==> src/rtl/sample_player_pkg.sv <==
// Shared definitions for the ROM sample sequencer: FSM state encoding and default sizing.
package sample_player_pkg;

   typedef enum logic [1:0] {
      IDLE  = 2'd0,
      PLAY  = 2'd1,
      PAUSE = 2'd2,
      DONE  = 2'd3
   } state_t;

   localparam int unsigned DEF_ADDR_W    = 15;
   localparam int unsigned DEF_DATA_W    = 4;
   localparam int unsigned DEF_SONG_LEN  = 25196;
   localparam int unsigned DEF_DIV_W     = 13;
   localparam int unsigned DEF_DIV_LIMIT = 32'h61b;

   // Right-shift amount for a 2-bit volume setting (3 = full scale, no shift).
   function automatic logic [1:0] vol_shift(input logic [1:0] vol);
      return 2'd3 - vol;
   endfunction

endpackage

==> src/rtl/sample_rate_div.sv <==
// Sample-rate divider: free-running counter with enable/clear; tick on terminal count.
module sample_rate_div #(
   parameter int unsigned          DIV_W     = 13,
   parameter logic [DIV_W-1:0]     DIV_LIMIT = 13'h61b
) (
   input  logic i_clk,
   input  logic i_rst,
   input  logic i_en,
   input  logic i_clr,
   output logic o_tick
);

   logic [DIV_W-1:0] r_cnt;

   // Tick is combinational so the top can act on the same edge that wraps the counter.
   assign o_tick = i_en && (r_cnt == DIV_LIMIT);

   always_ff @(posedge i_clk or posedge i_rst) begin
      if (i_rst) begin
         r_cnt <= '0;
      end else if (i_clr) begin
         r_cnt <= '0;
      end else if (i_en) begin
         if (r_cnt == DIV_LIMIT) r_cnt <= '0;
         else                    r_cnt <= r_cnt + 1'b1;
      end
   end

endmodule

==> src/rtl/sample_player.sv <==
// ROM sample sequencer with play/pause/stop FSM, loop or one-shot mode and restart.
// Define SAMPLE_PLAYER_VOLUME_EN to add a 2-bit volume port (logical right-shift attenuation).
module sample_player
   import sample_player_pkg::*;
#(
   parameter int unsigned      ADDR_W    = DEF_ADDR_W,
   parameter int unsigned      DATA_W    = DEF_DATA_W,
   parameter int unsigned      SONG_LEN  = DEF_SONG_LEN,
   parameter int unsigned      DIV_W     = DEF_DIV_W,
   parameter logic [DIV_W-1:0] DIV_LIMIT = DIV_W'(DEF_DIV_LIMIT)
) (
   input  logic              clk50Mghz,
   input  logic              reset,
   input  logic              play,
   input  logic              restart,
   input  logic              loop_en,
`ifdef SAMPLE_PLAYER_VOLUME_EN
   input  logic [1:0]        volume,
`endif
   output logic [ADDR_W-1:0] rom_addr,
   input  logic [DATA_W-1:0] rom_data,
   output logic [DATA_W-1:0] sample,
   output logic              sample_valid,
   output logic              busy,
   output logic              done
);

   localparam logic [ADDR_W-1:0] LP_LAST = ADDR_W'(SONG_LEN - 1);

   state_t            r_state;
   logic [ADDR_W-1:0] r_addr;
   logic [DATA_W-1:0] r_sample;
   logic              r_valid;
   logic              r_busy;
   logic              r_done;

   logic              w_tick;
   logic              w_div_en;
   logic              w_div_clr;
   logic              w_at_end;
   logic [DATA_W-1:0] w_sample_in;

   assign w_div_en  = (r_state == PLAY);
   assign w_div_clr = restart || (r_state == IDLE) || (r_state == DONE);
   assign w_at_end  = (r_addr == LP_LAST);

`ifdef SAMPLE_PLAYER_VOLUME_EN
   assign w_sample_in = rom_data >> vol_shift(volume);
`else
   assign w_sample_in = rom_data;
`endif

   sample_rate_div #(
      .DIV_W    (DIV_W),
      .DIV_LIMIT(DIV_LIMIT)
   ) u_div (
      .i_clk (clk50Mghz),
      .i_rst (reset),
      .i_en  (w_div_en),
      .i_clr (w_div_clr),
      .o_tick(w_tick)
   );

   always_ff @(posedge clk50Mghz or posedge reset) begin
      if (reset) begin
         r_state  <= IDLE;
         r_addr   <= '0;
         r_sample <= '0;
         r_valid  <= 1'b0;
         r_busy   <= 1'b0;
         r_done   <= 1'b0;
      end else begin
         r_valid <= 1'b0;
         r_done  <= 1'b0;
         if (restart) begin
            // Restart overrides everything, including a tick landing on this edge.
            r_addr  <= '0;
            r_state <= play ? PLAY : IDLE;
            r_busy  <= play;
         end else begin
            case (r_state)
               IDLE: begin
                  if (play) begin
                     r_state <= PLAY;
                     r_busy  <= 1'b1;
                  end
               end
               PLAY: begin
                  if (w_tick) begin
                     r_sample <= w_sample_in;
                     r_valid  <= 1'b1;
                     r_addr   <= w_at_end ? '0 : r_addr + 1'b1;
                  end
                  // End of a one-shot song wins over a coincident pause request.
                  if (w_tick && w_at_end && !loop_en) begin
                     r_state <= DONE;
                     r_busy  <= 1'b0;
                     r_done  <= 1'b1;
                  end else if (!play) begin
                     r_state <= PAUSE;
                     r_busy  <= 1'b0;
                  end
               end
               PAUSE: begin
                  if (play) begin
                     r_state <= PLAY;
                     r_busy  <= 1'b1;
                  end
               end
               DONE: begin
                  if (!play) r_state <= IDLE;
               end
               default: begin
                  r_state <= IDLE;
                  r_busy  <= 1'b0;
               end
            endcase
         end
      end
   end

   assign rom_addr     = r_addr;
   assign sample       = r_sample;
   assign sample_valid = r_valid;
   assign busy         = r_busy;
   assign done         = r_done;

endmodule
==> config.mk <==
export PLATFORM = sky130hd
export DESIGN_NAME = sample_player
export DESIGN_NICKNAME = d
export VERILOG_FILES = /design/src/rtl/sample_player_pkg.sv /design/src/rtl/sample_rate_div.sv /design/src/rtl/sample_player.sv
export SDC_FILE = /design/constraint.sdc
export NUM_CORES = 1
export LEC_CHECK = 0
export BUFFER_PORTS_ARGS = -buffer_cell sky130_fd_sc_hd__buf_2
export CORE_UTILIZATION = 50
export CTS_CLUSTER_SIZE = 12
export DETAILED_ROUTE_END_ITERATION = 8
export PLACE_DENSITY = 0.7
export RECOVER_POWER = 100
export SLEW_MARGIN = 20
export SYNTH_ARGS = -nofsm -noshare
export SYNTH_HDL_FRONTEND = slang
export SYNTH_SLANG_ARGS = --single-unit
==> constraint.sdc <==
create_clock -name clk50Mghz -period 2.4 [get_ports clk50Mghz]
set_input_delay 0.6 -clock clk50Mghz [delete_from_list [all_inputs] [get_ports clk50Mghz]]
set_output_delay 0.6 -clock clk50Mghz [all_outputs]
set_load 0.1 [all_outputs]
==> impl_metrics.toml <==
[outcome]
status = "finished, final reports clean"

[cells_and_area]
final_cell_mix = "37 x dfrtp_1, 24 x nand2_1, 17 x o21ai_0"
postLayoutCellArea_um2 = 2298
syn2layout_area_growth_pct = 13.75
drive_gt1_frac = 0.2058
diodes = 0
nets = 253
fill_cells = 350
final_core_util = 0.6095
final_common_cell = "dfrtp_1"

[worst_setup_path]
crit_fanout = 2
end_kind = "primary output"
cp_slowest_cell = "clkbuf_1"
critPathTopFamily = "buffers and inverters"
r2r_slack_ps = 400
path_buf_inv = 1
worstSetupPathType = "reg2out"
reg2reg_depth = 6
start_kind = "register"
startpoint = "sample[0]"
critical_path_required_ps = 1800
crit_cells = 1
worstPathArrival_ps = 1510
path_cells = "clkbuf_1"
reg2reg_from = "u_div.r_cnt[0]"
cp-endpoint = "sample[0]"
critPathMaxStageDelay_ps = 860
reg2reg_to = "rom_addr[5]"

[sta]
tightest_slew_ps = 1177
setup_viol = 0
hold_ws_ps = 490.1
slew-limit-headroom = 0.2187
fin_crit_ps = 2115
rsz0062_at_grt = "no"
fmax_ghz = 0.4729
hold_viol_final = 0
drv_slew = 0
final.setup.tns_ps = 0
fin_skew_ps = 11.16
period_share = 0.8811

[die]
ios = 31
fp.dieW_um = 65.57
core_area_um2 = 3771
initial_core_util = 0.5358
die_h_um = 65.57
core.rowCount = 22
dieArea_um2 = 4299

[route]
antenna_left = 0
wl_um = 4324
remaining_drc_errors = 0
firstDrtPassIters = 4
vias = 1709
drt_iter0_markers = 149
viasPerCell = 5.873
avgRoutedWirePerCell_um = 14.86

[global_routing]
gr-usage-all-layers = 0.2293
grt-ovfl-total = 0
grt_max_degree = 38
grt_use_met1 = 0.2780
antenna_found_initial = 0
met3_usage = 0.05903
grt-busiest-layer = "met2"
grt_use_met2 = 0.3853
grt_pass1_wl_um = 7472
grt_pass1_vias = 1642

[clocking]
cts_made_buffers = 5
clockRootBuffer = "clkbuf_8"
clock-sinks = 37
ctsResizeCount = 0
post_cts_buffers = 0
postCtsHoldBufs = 0
cts_buffer_depth = 2
cts_tree = "yes"
path_clk_slew_ps = 80
worst_skew_pair.late_latency_ps = 290
htreeDepth = 2

[logic_synthesis]
avgSynthCellArea_um2 = 9.668
synth_warnings = 0
syn_nets = 220
yosysUniqueCellTypes = 47
ys_ff_latch = 37
synthesis.area_um2 = 2021
ys_seq_area_frac = 0.4582
synthArstFlopShare = 1.000
synthCells = 209
synth-edff-count = 0
synth_ff_type = "dfrtp_1"

[place]
dpl_cell_area_um2 = 2218
place_congestion = 0.8079
portBuffers = 30
dp_hpwl_um = 3034

[power_and_ir_drop]
power_mw = 1.170
vdd.ir_drop.worst_mv = 0.3607
leakage_nw = 0.9780
powerDensity_nw_per_um2 = 509.1

[worst_hold_path]
hold_path_class = "in2reg"

[job]
maxCapViolations = 0
==> routing by layer <==
layer	vias to the layer above	part of all wire
li1	837	-
met1	830	0.45
met3	4	0.041
met2	38	0.50
met4	0	0.0095
met5	-	0
==> metrics by stage <==
stage / setup WS, ps / std cells
2_1_floorplan: 60.88 / 209
3_5_place_dp: 177.9 / 283
4_1_cts: 379.7 / 291
3_3_place_gp: 239.2 / 283
5_1_grt: 208.4 / 291
6_report: 285.4 / 291
==> report_power, final <==
group	internal, mW	switching, mW
registers	0.629	0.00560
logic	0.0221	0.0540
clock network	0.233	0.227
==> worst register-to-register path: cells and delay by family, from the launching register on <==
kind / cells / cell delay (ps)
buf+inv: 1 / 220
compound gates: 2 / 250
flops: 1 / 400
simple gates: 2 / 800
fa+ha+maj: 1 / 240
==> cells in the mapped netlist (all sizes together) (5+ instances only) <==
cell type  number  area, um2
a21oi           6      30.03
a22o            5      45.04
a31oi           8      65.06
buf             6      35.03
dfrtp          37      925.9
inv             8      30.03
mux2            5      56.30
nand2          24      90.09
nand3          16      85.08
nand4          11      68.82
nor2            7      26.28
nor3            7      35.03
nor4            5      31.28
o21ai          17      85.08
xnor2           9      78.83
==> kinds of logic after synthesis <==
logic type                 count (synthesis)  share of synthesized area
xor gates and xnor gates                  12                    0.05202
buffers and inverters                     16                    0.03591
AOI/OAI and AO/OA                         44                     0.1455
and+or+nand+nor                           93                     0.2681
DFF                                       37                     0.4582
muxes                                      5                    0.02786
adders and majority gates                  2                    0.01238
==> state kept, by name, summed over array words and instances (netlist names) <==
| name | flops |
|---|---|
| rom_addr | 15 |
| busy | 1 |
| sample_valid | 1 |
| r_state | 2 |
| sample | 4 |
| u_div.r_cnt | 13 |
| done | 1 |
==> layout make-up <==
class | instances | area, um2 | share of cell area
Timing Repair Buffer | 34 | 168.9 | 0.07349
Tap cell | 48 | 60.06 | 0.02613
Clock inverter | 2 | 13.76 | 0.005988
Sequential cell | 37 | 925.9 | 0.4028
Inverter | 8 | 30.03 | 0.01306
Multi-Input combinational cell | 156 | 1017 | 0.4426
Clock buffer | 6 | 82.58 | 0.03593
==> how the worst min path moves through the flow <==
stage	slack (ps)	from	depth (start not counted)	end
after floorplan	460	u_div.r_cnt[11]	1	u_div.r_cnt[11]
after global placement	490	sample[1]	1	sample[1]
after detailed placement	500	sample[1]	1	sample[1]
after CTS	420	reset	3	sample_valid
after global routing	490	loop_en	2	done
final	490	loop_en	2	done
(Power assumes the default switching activity.)
